[config.mk]
export PLATFORM = sky130hd
export DESIGN_NAME = asm_deint_ctrl
export DESIGN_NICKNAME = d
export VERILOG_FILES = /design/src/rtl/asm_deint_ctrl.sv
export SDC_FILE = /design/constraint.sdc
export NUM_CORES = 1
export LEC_CHECK = 0
export ABC_AREA = 1
export CAP_MARGIN = 20
export CORE_MARGIN = 3
export CORE_UTILIZATION = 45
export DETAILED_ROUTE_END_ITERATION = 7
export HOLD_SLACK_MARGIN = 0.03
export PLACE_DENSITY = 0.7
export SLEW_MARGIN = 20
export SYNTH_ARGS = -nofsm -noshare
export SYNTH_HDL_FRONTEND = slang
export SYNTH_SLANG_ARGS = --single-unit
[constraint.sdc]
create_clock -name clk -period 4.9 [get_ports clk]
set_input_delay 1.225 -clock clk [delete_from_list [all_inputs] [get_ports clk]]
set_output_delay 1.225 -clock clk [all_outputs]
set_load 0.02 [all_outputs]
[src/rtl/asm_deint_ctrl.sv]
// asm_deint_ctrl: address/strobe controller for a block deinterleaver RAM.
// Samples are written column-wise (row-major waddr stepping by NCOL) and read
// back linearly. Optional sticky error flag built only when ASM_DEINT_ERR_EN
// is defined; otherwise err is tied low.
module asm_deint_ctrl #(
  parameter int NCOL    = 8,
  parameter int ADDRESS = 16
) (
  input  logic               clk,
  input  logic               rst,
  input  logic               din_vld,
  input  logic [12:0]        m_len,
  input  logic               request,
  output logic               wen,
  output logic [ADDRESS-1:0] waddr,
  output logic               ren,
  output logic [ADDRESS-1:0] raddr,
  output logic               dout_vld,
  output logic               frame_done,
  output logic               err
);

  localparam int SH = $clog2(NCOL);
  localparam int CW = (SH > 0) ? SH : 1;

  typedef enum logic [1:0] {IDLE, WRITE, READ} state_t;

  state_t             state;
  logic [ADDRESS-1:0] base;
  logic [12:0]        nrow;
  logic [12:0]        row;
  logic [CW-1:0]      col;
  logic [12:0]        rcnt;

  logic               lut_ok;
  logic [ADDRESS-1:0] lut_base;
  logic               entering;
  logic [ADDRESS-1:0] wr_base;
  logic [12:0]        flen;
  logic               row_last;
  logic               wr_last;
  logic               rd_last;

  // Supported frame lengths and their RAM base offsets
  always_comb begin
    lut_ok   = 1'b1;
    lut_base = '0;
    case (m_len)
      13'd952:  lut_base = ADDRESS'(16'h0000);
      13'd288:  lut_base = ADDRESS'(16'h03C0);
      13'd672:  lut_base = ADDRESS'(16'h04E0);
      13'd1056: lut_base = ADDRESS'(16'h0780);
      default:  lut_ok   = 1'b0;
    endcase
  end

  // Strobes and addresses; the entering write uses the not-yet-latched base
  always_comb begin
    entering = (state == IDLE) && din_vld && lut_ok && !rst;
    wen      = entering || ((state == WRITE) && din_vld && !rst);
    ren      = (state == READ) && request && !rst;
    wr_base  = entering ? lut_base : base;
    waddr    = wr_base + (ADDRESS'(row) << SH) + ADDRESS'(col);
    raddr    = base + ADDRESS'(rcnt);
    flen     = nrow << SH;
    row_last = (row == nrow - 13'd1);
    wr_last  = row_last && (col == CW'(NCOL - 1));
    rd_last  = (rcnt == flen - 13'd1);
  end

  // Frame FSM, write/read counters and registered read-side outputs
  always_ff @(posedge clk) begin
    if (rst) begin
      state      <= IDLE;
      base       <= '0;
      nrow       <= '0;
      row        <= '0;
      col        <= '0;
      rcnt       <= '0;
      dout_vld   <= 1'b0;
      frame_done <= 1'b0;
    end else begin
      dout_vld   <= ren;
      frame_done <= ren && rd_last;
      case (state)
        IDLE: begin
          if (din_vld && lut_ok) begin
            state <= WRITE;
            base  <= lut_base;
            nrow  <= m_len >> SH;
            // first sample lands at row 0 here; every supported nrow exceeds 1
            row   <= 13'd1;
            col   <= '0;
          end
        end
        WRITE: begin
          if (din_vld) begin
            if (wr_last) begin
              state <= READ;
              row   <= '0;
              col   <= '0;
              rcnt  <= '0;
            end else if (row_last) begin
              row <= '0;
              col <= col + CW'(1);
            end else begin
              row <= row + 13'd1;
            end
          end
        end
        READ: begin
          if (request) begin
            if (rd_last) begin
              state <= IDLE;
              rcnt  <= '0;
              base  <= '0;
              nrow  <= '0;
            end else begin
              rcnt <= rcnt + 13'd1;
            end
          end
        end
        default: state <= IDLE;
      endcase
    end
  end

`ifdef ASM_DEINT_ERR_EN
  // Sticky error: unsupported length on a start attempt, or input during read
  always_ff @(posedge clk) begin
    if (rst) begin
      err <= 1'b0;
    end else if (((state == IDLE) && din_vld && !lut_ok) ||
                 ((state == READ) && din_vld)) begin
      err <= 1'b1;
    end
  end
`else
  assign err = 1'b0;
`endif

endmodule

Word level (Yosys, flattened, before mapping)
Cells that the tools add are included.

word-level totals
  register bits = 62
  logic and storage cells = 85
  input port bits = 17

operators by class
  mux-type cells = 32
  reductions and logical operators = 22
  equal/unequal tests = 15
  add/sub/neg operators = 8

operator list
  kind                     count
  $mux W13                 11
  $pmux W13 S2             3
  $mux W16                 4
  $pmux W11 S3             1
  $pmux W16 S2             1
  $add A13 B1 Y13 const B  2
  $eq A13 B10 Y1 const B   2
  $eq A13 B13 Y1           2
  $sub A13 B1 Y13 const B  2
  $add A16 B13 Y16         1
  $add A16 B16 Y16         1
  $add A16 B3 Y16          1
  $eq A13 B11 Y1 const B   1
  $eq A13 B9 Y1 const B    1
  $mux W3                  4
  $reduce_and A4 Y1        3
  $logic_and A1 B1 Y1      10
  $mux W2                  5
  $ne A2 B2 Y1 const B     4
  $pmux W2 S3              1
  $pmux W3 S2              1
  $reduce_bool A2 Y1       3
  $reduce_and A5 Y1        1
  $reduce_or A4 Y1         1
  other kinds (11)         11

Logic depth before layout (Yosys ltp)
Gate-level depths: netlist (run 1).

  depth after elaboration = 8
  mapped depth = 23
  depth with buffers taken out = 23

Worst setup path before layout (run 1)
Ideal clock, no wire load.

  path type = in2out
  from = input port m_len[10]
  to = output port waddr[15]
  required time = 3675 ps
  arrival time = 3960 ps
  path slack = -285 ps
  cell stages on the path = 19
  cell sequence = nor2_1 > nand4_1 > nor3_1 > inv_1 > nand2_1 > inv_1 > o311ai_0 > nand4_1 > nand2_1 > o21ai_0 > ha_1 > fa_1 > nand3_1 > nand2_1 > a21oi_1 > inv_1 > a21oi_1 > nor4_1 > xor2_1

on the way
  word-level cells in the longest chain between the ends = 8
  elaborated cells on any way between the ends = 12
  classes of those cells = add/sub: 2; eq/ne: 4; mux: 3; reduce/logical: 3

ends and longest elaborated chain
  item                                    line  source
  from (decl)                             12    input logic [12:0] m_len,
  $eq A13 B11 Y1 (tied with other cells)  48    case (m_len)
  $reduce_or A4 Y1 (no source line)       --
  $mux W1                                 48
  $logic_and A1 B1 Y1 (2 in series)       59    entering = (state == IDLE) && din_vld && lut_ok && !rst;
  $mux W16 *                              62    wr_base = entering ? lut_base : base;
  $add A16 B16 Y16 *                      63    waddr = wr_base + (ADDRESS'(row) << SH) + ADDRESS'(col);
  $add A16 B3 Y16 *                       63
  to (decl)                               15    output logic [ADDRESS-1:0] waddr,

Mark *: on every way between the ends. The rest lies on a longest branch, timed or not.

Worst setup path after layout (run 1)
  from = input port m_len[3]
  to = register state[0]

on the way
  word-level cells in the longest chain between the ends = 6
  elaborated cells on any way between the ends = 9
  classes of those cells = eq/ne: 5; mux: 1; reduce/logical: 3

ends and longest elaborated chain
  item                                    line  source
  $eq A13 B11 Y1 (tied with other cells)  48
  $reduce_or A4 Y1 (no source line) *     --
  $mux W1 *                               48
  $logic_and A1 B1 Y1 *                   87    if (din_vld && lut_ok) begin
  $ne A2 B1 Y1 (no source line) *         --
  $reduce_and A5 Y1 (no source line) *    --
  to (signal assigned)                    74    state <= IDLE;
  to (signal assigned)                    88    state <= WRITE;
  to (signal assigned)                    99    state <= READ;
  to (decl)                               28    state_t state;

Marks and branches as above.
A chain may end at the register's enable or synchronous reset.

==> impl_metrics.env, run 1 <==
export IMPL_coreArea_um2=8460
export IMPL_yosysMostFrequentCell="nand2_1"
export IMPL_cp_end_kind="register"
export IMPL_placed_cell_area_um2=4940
export IMPL_cts_sinks=48
export IMPL_vias=5039
export IMPL_routedWlPerCell_um=15.5
export IMPL_yosys_warnings=0
export IMPL_syn_cell_area_um2=4020
export IMPL_max_cap_violations=0
export IMPL_io_buffer_count=50
export IMPL_synth_async_reset_ratio_pct=0
export IMPL_die_area_um2=10100
export IMPL_grt_usage_pct=27.4
export IMPL_die_h_um=101
export IMPL_fin_nets=849
export IMPL_ctsHoldBuffers=0
export IMPL_worstPathArrival_ns=5.54
export IMPL_hp_class="register to register"
export IMPL_start_util_pct=47.5
export IMPL_fin_crit_sh_pct=108
export IMPL_synth_top_area_cell="dfxtp_1"
export IMPL_synth_common_cells="nand2_1, inv_1, nor2_1, nand3_1, dfxtp_1"
export IMPL_finish_utilization_pct=67.5
export IMPL_dieWidth_um=101
export IMPL_tritoncts="done"
export IMPL_drt_iter0_drc=339
export IMPL_finClkSkew_ns=0.0125
export IMPL_drive_gt1_share_pct=26.9
export IMPL_period_minus_slack_ns=5.30
export IMPL_cp_start_kind="input port"
export IMPL_cts_clk_slew_worst_paths_ns=0.10
export IMPL_synthFlopType="dfxtp_1"
export IMPL_crit_required_ns=5.15
export IMPL_antenna_found_initial=0
export IMPL_numCtsBuffers=5
export IMPL_overflow=0
export IMPL_crit_type="input port to register"
export IMPL_grt_pass1_wl_mm=22.5
export IMPL_hold_viol_final=0
export IMPL_rows=33
export IMPL_leakagePower_uw=0.00276
export IMPL_max_slew_margin_rel_pct=60.7
export IMPL_avgSynthCellArea_um2=6.03
export IMPL_cpPeakStageDelay_ns=0.15
export IMPL_violations="setup timing"
export IMPL_viasPerCell=5.48
export IMPL_setup_tns_ns=-2.29
export IMPL_synth_cell_types=36
export IMPL_finalMaxSlewViolations=0
export IMPL_yosysSeqAreaShare_pct=23.9
export IMPL_hold_path_depth=2
export IMPL_dr_pass1_iters=6
export IMPL_total_power_uw=771
export IMPL_dp_hpwl_mm=9.43
export IMPL_grt_pass1_vias=4830
export IMPL_synth_area_leaders="dfxtp_1, nand2_1, nand3_1, inv_1, nor2_1"
export IMPL_place_inst=847
export IMPL_drc=0
export IMPL_vdd_drop_max_mv=0.135
export IMPL_cellPowerDensity_nw_per_um2=135
export IMPL_ys_ff_latch=48
export IMPL_insertion_delay_ns=0.31
export IMPL_syn2layout_area_growth_pct=42.0
export IMPL_cts_root_buffer="clkbuf_8"
export IMPL_rr_worst_depth=16
export IMPL_worst_slew_pin_slew_ns=0.588
export IMPL_slowest_stage="buf_4"
export IMPL_diodes=0
export IMPL_stdcell_count=919
export IMPL_clk_path_buf_depth=2
export IMPL_synth_cells=667
export IMPL_grt_max_degree=23
export IMPL_status="finished with violations"
export IMPL_gp_congestion=0.939
export IMPL_crit_top_cell="buf_4"
export IMPL_yosys_area_top_type_share_pct=23.9
export IMPL_antenna_left=0
export IMPL_rsz0062_at_grt="yes"
export IMPL_setup_viol=8
export IMPL_htreeDepth=2
export IMPL_critical_path_peak_fanout=2
export IMPL_drt_wl_total_mm=14.2
export IMPL_stdcell_area_um2=5710
export IMPL_ios=54
export IMPL_fmax_mhz=189
export IMPL_worst_slack_ns=-0.398
export IMPL_synth_edff_count=0
## cell type report
type	count	area (um^2)
clock buffer	5	68.8
timing repair buffer	159	1310
fill	739	2750
tap	105	131
clock inverter	3	46.3
inverter	95	362
sequential	48	961
multi-input combinational	504	2840
## metrics by stage
step | hold WS [ns] | worst slack, ns
5_1_grt | 0.526 | -0.520
4_1_cts | 0.498 | -0.265
2_1_floorplan | 0.458 | -0.0277
6_report | 0.504 | -0.398
3_5_place_dp | 0.483 | -1.13
3_3_place_gp | 0.471 | -1.09
## cells in the final DEF, fill, tap and decap left out, types with 12 or more instances in the layout
| cell type | n |
|---|---|
| a21oi_1 | 29 |
| buf_4 | 114 |
| buf_6 | 12 |
| clkdlybuf4s50_1 | 27 |
| dfxtp_1 | 48 |
| ha_1 | 15 |
| inv_1 | 79 |
| inv_2 | 12 |
| nand2_1 | 171 |
| nand2_2 | 12 |
| nand3_1 | 67 |
| nand4_1 | 21 |
| nor2_1 | 70 |
| nor3_1 | 16 |
| o21ai_0 | 12 |
| xor2_1 | 20 |
## layer usage
metal  wire (um)  track usage [%]  share of wire (%)  vias up
met2        6800             46.5                 48      244
met3        1100             3.53                7.7       65
met1        5610             34.2                 39     2312
met4         721             13.7                5.1        0
li1            -                -                  -     2418
met5           0                0                  0        -
## registers in the layout, indices dropped and copies added (netlist names)
name and flops:
base 5, col 3, dout_vld 1, frame_done 1, nrow 10, rcnt 13
row 13, state 2
## logic make-up after synthesis
group                      Yosys count  share of synthesized area [%]
and+or+nand+nor                    398                           43.9
adders and majority gates           19                           6.28
other                                1                         0.0932
xor gates and xnor gates            26                           5.66
buffers and inverters              117                           12.3
AOI/OAI and AO/OA                   58                           7.87
DFF                                 48                           23.9
## final timing paths
| check | startpoint | to | slack [ns] |
|---|---|---|---|
| worst min-delay path | col[0] | col[0] | 0.50 |
| worst max-delay path | m_len[3] | state[0] | -0.40 |
| worst max register to register | nrow[0] | rcnt[3] | 1.79 |
| worst min register to register | col[0] | col[0] | 0.50 |
## worst max-delay path, delay by kind of cell
family                 cells  cell delay (ns)
AOI/OAI and AO/OA          3             0.28
buffers and inverters     29             3.57
and+or+nand+nor            6             0.45
## report_power, final
part	internal, uW	total [uW]	switching (uW)
Sequential	390	390	0.135
Combinational	32.7	71.3	38.6
Clock	154	310	156
## repair_timing
action,CTS,global route
buffers inserted,62,6
pin swaps,25,39
resized for setup,108,67
setup endpoints to repair,11,13
Power figures use the tool's default switching activity.
==> inputs of run 2 (changes only) <==
- CORE_UTILIZATION: 45 -> 51
- PLACE_DENSITY: 0.7 -> 0.78
==> run 2 against run 1 <==
  * The run still ends with setup timing left
  * Worst setup slack worse by 0.020 ns
  * Routed wire length increased by 14%
  * Fmax is 0.37% lower
  * Clock power about the same
  * Power is 0.80% higher
  * Utilization is 10 points higher
  * Critical endpoint is now waddr[15]
  * Largest cell class unchanged
==> impl_metrics.env, run 2 (synthesis gave the netlist of run 1 again) <==
export IMPL_status="finished with violations"
export IMPL_violations="setup timing"
export IMPL_nFillCells=496
export IMPL_overflow=0
export IMPL_clk_path_buf_depth=2
export IMPL_cellPowerDensity_nw_per_um2=134
export IMPL_worstPathArrival_ns=4.09
export IMPL_diodes=0
export IMPL_top_regs="rcnt x13, row x13, nrow x10"
export IMPL_mostFrequentLayoutCell="nand2_1"
export IMPL_coreArea_um2=7450
export IMPL_period_minus_slack_ns=5.32
export IMPL_slowest_stage="fa_2"
export IMPL_whs_endpoint="row[11]"
export IMPL_r2r_slack_ns=1.73
export IMPL_placed_cell_area_um2=4920
export IMPL_ctsHoldBuffers=0
export IMPL_finish_utilization_pct=77.7
export IMPL_htreeDepth=2
export IMPL_rows=31
export IMPL_critical_path_peak_fanout=3
export IMPL_cts_root_buffer="clkbuf_8"
export IMPL_dp_hpwl_mm=9.27
export IMPL_vias=5352
export IMPL_cts_clk_slew_worst_paths_ns=0.10
export IMPL_io_buffer_count=50
export IMPL_routedWlPerCell_um=17.7
export IMPL_rsz0062_at_grt="yes"
export IMPL_hold_path_depth=2
export IMPL_setup_viol=8
export IMPL_worst_slew_pin_slew_ns=0.538
export IMPL_seqCellArea_um2=961
export IMPL_grt_pass1_wl_mm=24.2
export IMPL_multi_input_area_um2=2860
export IMPL_dpl_worst_slack_ns=-1.23
export IMPL_gp_congestion=0.969
export IMPL_antenna_left=0
export IMPL_die_area_um2=8990
export IMPL_cp_end_kind="output port"
export IMPL_finClkSkew_ns=0.00834
export IMPL_cts_sinks=48
export IMPL_cpPeakStageDelay_ns=0.35
export IMPL_grt_usage_pct=34.6
export IMPL_dr_pass1_iters=6
export IMPL_vdd_drop_max_mv=0.144
export IMPL_tritoncts="done"
export IMPL_layout_common_cells="nand2_1, buf_4, inv_1, nor2_1, nand3_1"
export IMPL_viasPerCell=5.82
export IMPL_cp_start_kind="input port"
export IMPL_fin_nets=855
export IMPL_drc=0
export IMPL_drive_gt1_share_pct=27.3
export IMPL_path_cells="buf_8 -> nor2_4 -> nand4_1 -> nor3_4 -> inv_2 -> nand2_2 -> inv_2 -> o311ai_4 -> nand4_1 -> buf_4 -> nand2_2 -> o21ai_2 -> ha_2 -> fa_2 -> nand3_2 -> nand2_2 -> a21oi_2 -> inv_2 -> a21oi_4 -> nor4_4 -> xor2_1 -> buf_4"
export IMPL_max_slew_margin_rel_pct=64.0
export IMPL_crit_type="input port to output port"
export IMPL_max_cap_violations=0
export IMPL_hp_class="register to register"
export IMPL_leakagePower_uw=0.00282
export IMPL_fin_crit_sh_pct=109
export IMPL_dieWidth_um=94.8
export IMPL_hold_viol_final=0
export IMPL_crit_required_ns=3.67
export IMPL_drt_iter0_drc=569
export IMPL_finalMaxSlewViolations=0
export IMPL_worst_slack_ns=-0.418
export IMPL_rr_worst_depth=15
export IMPL_numCtsBuffers=5
export IMPL_stdcell_area_um2=5790
export IMPL_start_util_pct=54.0
export IMPL_insertion_delay_ns=0.32
export IMPL_crit_family="simple AND/OR/NAND/NOR gates"
export IMPL_worstReg2RegStart="nrow[0]"
export IMPL_grt_pass1_vias=5125
export IMPL_grt_max_degree=23
export IMPL_drt_wl_total_mm=16.2
export IMPL_ios=54
export IMPL_die_h_um=94.8
export IMPL_r2r_end="rcnt[0]"
export IMPL_fmax_mhz=188
export IMPL_worstHoldStart="row[11]"
export IMPL_antenna_found_initial=0
export IMPL_cp_num_buf_inv=6
export IMPL_syn2layout_area_growth_pct=43.9
run 2: cell types whose count changed in the layout (fill, tap and decap cells not counted), sizes merged:
cell / before / now
buf: 131 / 136
clkbuf: 5 / 6
clkinv: 2 / 4
clkinvlp: 1 / 0
inv: 94 / 93
run 2: tightest hold or removal path, cell delays in order (launching register included):
cell and delay (ns):
dfxtp_1 0.34, o21ai_0 0.08, a21oi_1 0.07
run 2: worst max path at each step:
stage	end	from	slack, ns	depth (start not counted)
2_1_floorplan	waddr[15]	m_len[10]	-0.03	19
3_3_place_gp	waddr[15]	m_len[7]	-1.06	19
3_5_place_dp	waddr[15]	m_len[7]	-1.23	19
4_1_cts	waddr[15]	m_len[7]	-0.30	20
5_1_grt	waddr[15]	m_len[10]	-0.55	22
6_report	waddr[15]	m_len[10]	-0.42	22
run 2: layout make-up:
class / instances / area share [%]
Clock inverter: 3 / 0.821
Timing Repair Buffer: 165 / 23.6
Tap cell: 99 / 2.14
Clock buffer: 5 / 1.19
Multi-Input combinational cell: 504 / 49.3
Sequential cell: 48 / 16.6
Inverter: 95 / 6.29
run 2: through the flow:
| stage | total power, uW | setup TNS [ns] | instances | hold slack, ns |
|---|---|---|---|---|
| 3_3_place_gp | 453 | -8.21 | 840 | 0.474 |
| 5_1_grt | 797 | -3.88 | 919 | 0.549 |
| 4_1_cts | 760 | -1.57 | 917 | 0.512 |
| 3_5_place_dp | 455 | -9.53 | 840 | 0.499 |
| 6_report | 777 | -2.64 | 919 | 0.522 |
| 2_1_floorplan | 422 | -0.0451 | 669 | 0.458 |
run 2: per-layer routing:
| layer | vias to the layer above | wire (um) | global-route usage [%] | share of wire, % |
|---|---|---|---|---|
| met5 | - | 0 | 0 | 0 |
| met4 | 0 | 1450 | 24.8 | 8.9 |
| met3 | 142 | 1530 | 7.01 | 9.4 |
| met2 | 395 | 7500 | 57.1 | 46 |
| met1 | 2395 | 5770 | 39.7 | 36 |
| li1 | 2420 | - | - | - |
run 2: what timing repair did:
action | CTS | global route
cloned | 0 | 0
buffers inserted | 70 | 12
endpoints found under the setup margin | 11 | 12
resized for setup | 124 | 55
pin swaps | 33 | 32
endpoints found under the hold margin | 0 | 0
run 2: power by group:
group	total, uW	internal [uW]	switching [uW]
sequential	390	390	0.142
combinational	74.4	31.9	42.5
clock	313	154	159
total	777	576	201
